<file path="config.mk">
export PLATFORM = sky130hd
export DESIGN_NAME = regfile_writeback
export DESIGN_NICKNAME = d
export VERILOG_FILES = /design/src/rtl/regfile_writeback.sv
export SDC_FILE = /design/constraint.sdc
export NUM_CORES = 1
export LEC_CHECK = 0
export ABC_AREA = 1
export CORE_ASPECT_RATIO = 2
export CORE_MARGIN = 5
export CORE_UTILIZATION = 58
export DETAILED_ROUTE_END_ITERATION = 12
export DONT_BUFFER_PORTS = 1
export PLACE_DENSITY = 0.76
export REMOVE_ABC_BUFFERS = 1
export SYNTH_ARGS = -nofsm -noshare
export SYNTH_HDL_FRONTEND = slang
export SYNTH_SLANG_ARGS = --single-unit
</file>
<file path="constraint.sdc">
create_clock -name clk -period 1.7 [get_ports clk]
set_input_delay 0.34 -clock clk [delete_from_list [all_inputs] [get_ports clk]]
set_output_delay 0.34 -clock clk [all_outputs]
set_load 0.005 [all_outputs]
</file>
<file path="src/rtl/regfile_writeback.sv">
// Register file write-port arbiter: ALU results bypass a small FIFO of
// long-latency results, and a pending scoreboard tracks in-flight registers.
module regfile_writeback #(
    parameter int XLEN  = 32,
    parameter int DEPTH = 4
) (
    input  logic                    clk,
    input  logic                    reset_n,
    input  logic                    alu_valid,
    input  logic [4:0]              alu_rd,
    input  logic [XLEN-1:0]         alu_data,
    input  logic                    lsu_valid,
    output logic                    lsu_ready,
    input  logic [4:0]              lsu_rd,
    input  logic [XLEN-1:0]         lsu_data,
    input  logic                    issue_valid,
    input  logic [4:0]              issue_rd,
    input  logic [4:0]              check_rs1,
    input  logic [4:0]              check_rs2,
    output logic                    busy_rs1,
    output logic                    busy_rs2,
    output logic                    RegWrite,
    output logic [4:0]              rd,
    output logic [XLEN-1:0]         WriteData,
    output logic [$clog2(DEPTH):0]  fifo_count
);

    localparam int PW = $clog2(DEPTH);
    localparam int CW = PW + 1;

    logic [4:0]      rd_mem_q   [DEPTH];
    logic [4:0]      rd_mem_d   [DEPTH];
    logic [XLEN-1:0] data_mem_q [DEPTH];
    logic [XLEN-1:0] data_mem_d [DEPTH];
    logic [PW-1:0]   wptr_q, wptr_d;
    logic [PW-1:0]   rptr_q, rptr_d;
    logic [CW-1:0]   count_q, count_d;

    logic            regwrite_q, regwrite_d;
    logic [4:0]      rd_q, rd_d;
    logic [XLEN-1:0] wdata_q, wdata_d;
    logic            src_lsu_q, src_lsu_d;
    logic [31:0]     pending_q, pending_d;

    logic push;
    logic pop;

    // Readiness uses start-of-cycle occupancy, so a full FIFO never accepts.
    assign lsu_ready = reset_n && (count_q < CW'(DEPTH));
    assign push      = lsu_valid && lsu_ready;
    assign pop       = !alu_valid && (count_q != '0);

    always_comb begin
        rd_mem_d   = rd_mem_q;
        data_mem_d = data_mem_q;
        wptr_d     = wptr_q;
        rptr_d     = rptr_q;
        count_d    = count_q;
        if (push) begin
            rd_mem_d[wptr_q]   = lsu_rd;
            data_mem_d[wptr_q] = lsu_data;
            wptr_d             = wptr_q + PW'(1);
        end
        if (pop) begin
            rptr_d = rptr_q + PW'(1);
        end
        unique case ({push, pop})
            2'b10:   count_d = count_q + CW'(1);
            2'b01:   count_d = count_q - CW'(1);
            default: count_d = count_q;
        endcase
    end

    always_comb begin
        regwrite_d = 1'b0;
        rd_d       = rd_q;
        wdata_d    = wdata_q;
        src_lsu_d  = 1'b0;
        if (alu_valid) begin
            regwrite_d = (alu_rd != 5'd0);
            rd_d       = alu_rd;
            wdata_d    = alu_data;
        end else if (pop) begin
            regwrite_d = (rd_mem_q[rptr_q] != 5'd0);
            rd_d       = rd_mem_q[rptr_q];
            wdata_d    = data_mem_q[rptr_q];
            src_lsu_d  = 1'b1;
        end
    end

    // Clear on the commit edge first so a same-cycle issue re-marks the register.
    always_comb begin
        pending_d = pending_q;
        if (regwrite_q && src_lsu_q) begin
            pending_d[rd_q] = 1'b0;
        end
        if (issue_valid && (issue_rd != 5'd0)) begin
            pending_d[issue_rd] = 1'b1;
        end
        pending_d[0] = 1'b0;
    end

    always_ff @(posedge clk or negedge reset_n) begin
        if (!reset_n) begin
            for (int i = 0; i < DEPTH; i++) begin
                rd_mem_q[i]   <= '0;
                data_mem_q[i] <= '0;
            end
            wptr_q     <= '0;
            rptr_q     <= '0;
            count_q    <= '0;
            regwrite_q <= 1'b0;
            rd_q       <= '0;
            wdata_q    <= '0;
            src_lsu_q  <= 1'b0;
            pending_q  <= '0;
        end else begin
            rd_mem_q   <= rd_mem_d;
            data_mem_q <= data_mem_d;
            wptr_q     <= wptr_d;
            rptr_q     <= rptr_d;
            count_q    <= count_d;
            regwrite_q <= regwrite_d;
            rd_q       <= rd_d;
            wdata_q    <= wdata_d;
            src_lsu_q  <= src_lsu_d;
            pending_q  <= pending_d;
        end
    end

    assign busy_rs1   = (check_rs1 != 5'd0) && pending_q[check_rs1];
    assign busy_rs2   = (check_rs2 != 5'd0) && pending_q[check_rs2];
    assign RegWrite   = regwrite_q;
    assign rd         = rd_q;
    assign WriteData  = wdata_q;
    assign fifo_count = count_q;

endmodule

</file>
==> metrics.csv <==
metric,value,unit
swShare,37.3,%
powerDensity,1810,nW/µm²
power.internal,13300,µW
firstDrtPassIters,5,
syn_area_per_cell,8.02,µm²
setup.worst_path.end_class,primary output,
finalSetupTns,-257,ps
rsz0062_at_grt,yes,
setup_viol,2,
cts_inserted_buffers,20,
io_pins,138,
post-route-period-util,108,%
syn_to_final_growth,9.39,%
cts.sinks,225,
status,"finished, violations left",
power_frac_comb,34.3,%
fin_skew,6.44,ps
grt_first_pass_wirelength,45.8,mm
final_max_slew_viol_count,0,
drt_iter0_markers,718,
fin_nets,1434,
ys_warn_count,0,
gr-usage-met2,47.7,%
gp_congestion,0.918,
die_width,106,µm
dp_hpwl,17.9,mm
cap_violations,0,
whs,-458,ps
critPathLaunchType,flop,
crit_arrival,1490,ps
finalHoldViolCount,225,
grt-ovfl-total,0,
via_per_inst,5.84,
critPathKind,flop to primary output,
critPathRequiredTime,1360,ps
grt_busiest_layer,met2,
grt_max_degree,227,
clock_latency,490,ps
diodes,0,
nFillCells,1582,
ys_ff_latch,225,
ant_nets,0,
fmax,0.545,GHz
portBuffers,0,
clk_pin_slew,60,ps
groute.usage.overall,26.3,%
synth_cell_types,29,
synth_area,10800,µm²
p_clk_share,21.5,%
use_met3,4.58,%
vias,9117,
p_switching,7940,µW
finalWirelength,28.5,mm
grt_pass1_vias,9222,
fin_crit,1830,ps
crit_fanout,2,
vdd_drop_max,0.00111,V
drive_gt1_share,7.58,%
coreArea,18300,µm²
htree_levels,1,
synth_cells,1341,
use_met1,29.1,%
seq_power_share,44.2,%
register_area,5630,µm²
cts-hold-fix-buffers,8,
final.setup.worst_slack,-133,ps
p_leak,0.00554,µW
synth_seq_area_share,52.4,%
multiInputGateArea,4300,µm²
die_h,203,µm
violations,"negative hold slack, negative setup slack",
dp_worst_setup_slack,-27.8,ps
drc,0,
post_drt_wl_per_cell,18.2,µm
cts_tree,done,
start_util,58.7,%
cts-root-buf,clkbuf_16,
timing.slew.headroom,54.4,%
clockBufferDepth,3,
hold_path_class,input pin to asynchronous set/reset pin,
worstMarginPinSlew,684,ps
rows,70,
dieArea,21500,µm²
antenna_found_initial,1,
[registers in the layout, indices dropped and copies added, names as in the netlist]
register	cells
RegWrite	1
WriteData	32
data_mem_q	128
fifo_count	3
pending_q	31
rd	5
rd_mem_q	20
rptr_q	2
src_lsu_q	1
wptr_q	2
[cell type report]
| cell class | count | area share, % |
|---|---|---|
| clock buffer | 30 | 5.18 |
| inverter | 103 | 3.31 |
| sequential | 225 | 47.9 |
| clock inverter | 4 | 0.404 |
| multi-input combinational | 938 | 36.5 |
| timing repair buffer | 46 | 4.38 |
| tap | 216 | 2.30 |
[power groups by stage]
| stage | registers, µW | clock network, µW | logic [µW] |
|---|---|---|---|
| after floorplan | 9200 | 0 | 4910 |
| after global placement | 9350 | 0 | 6840 |
| after detailed placement | 9440 | 0 | 7060 |
| after CTS | 9380 | 4640 | 7190 |
| after global routing | 9720 | 4860 | 8400 |
| final | 9400 | 4570 | 7300 |
[cell usage in the layout, fill, tap and decap left out, types with 9 or more instances in the layout]
master and count:
inv_1 91, buf_12 9, nor2_1 137, nand2_1 314, buf_4 27, dfrtp_1 224, o21ai_1 180, clkbuf_16 22
o21ai_0 193, inv_2 11, nand3_1 65
[logic make-up (layout without fill, tap and decap cells)]
logic type               after synthesis  count (layout)  share of synthesized area (%)
AND/OR/NAND/NOR                      543             543                           20.0
adder cells (fa/ha/maj)                6               6                          0.768
flip-flops                           225             225                           52.4
buffers and inverters                178             183                           8.32
XOR/XNOR                               5               5                          0.407
AO/OA/AOI/OAI                        384             384                           18.1
[routing by layer]
layer	part of all wire [%]	routed length (µm)
met4	4.9	1410
met5	0.067	19
met3	6.0	1700
met1	36	10300
met2	53	15100
[through the flow]
| stage | util (%) | std cells | power [µW] | instance area, µm² | hold WS (ps) |
|---|---|---|---|---|---|
| final | 64.2 | 1562 | 21300 | 11800 | -458 |
| after global routing | 64.2 | 1562 | 23000 | 11800 | -479 |
| after CTS | 63.6 | 1559 | 21200 | 11600 | -472 |
| after detailed placement | 59.5 | 1515 | 16500 | 10900 | 49.2 |
| after global placement | 59.5 | 1515 | 16200 | 10900 | 51.6 |
| after floorplan | - | 1266 | 14100 | 10200 | 44.4 |
[worst paths after layout]
kind / from / endpoint / slack (ps) / cells past startpoint
max: pending_q[17] / busy_rs2 / -130 / 10
min: reset_n / WriteData[12] / -460 / 0
max reg2reg: fifo_count[2] / fifo_count[2] / 60 / 8
min reg2reg: data_mem_q[65] / data_mem_q[65] / 480 / 2
max in group asynchronous: reset_n / data_mem_q[98] / 1570 / 0
min in group clk: alu_valid / WriteData[31] / 10 / 2
[synthesized netlist by cell type (all sizes together)]
cell type | number | area [µm²]
nor3 | 8 | 40.0
xnor2 | 1 | 8.76
nor2 | 138 | 521
nand3b | 1 | 7.51
o211ai | 6 | 45.0
a31oi | 2 | 12.5
clkbuf | 16 | 62.6
nor4 | 1 | 6.26
ha | 5 | 62.6
a21oi | 2 | 13.8
fa | 1 | 20.0
buf | 59 | 445
inv | 103 | 387
xor2 | 4 | 35.0
nand2 | 324 | 1220
nand3 | 71 | 360
dfrtp | 225 | 5630
o21a | 1 | 7.51
o21ai | 373 | 1870
[timing repair]
action | CTS | global route
setup buffers | 2 | 2
endpoints found under the hold margin | 230 | 225
gates resized for setup | 1 | 26
pin swaps | 6 | 13
endpoints found under the setup margin | 3 | 37
gates cloned | 0 | 1
[critical path, cell delays in order (launching register included)]
cell and delay (ps):
dfrtp_1 400, inv_2 70, nand2_1 40, nand3_1 70, nand2_1 80, nand2_1 90
nand2_1 50, inv_1 50, nand2_1 40, nand2_1 50, nand2_1 60
Power figures use the tool's default switching activity.
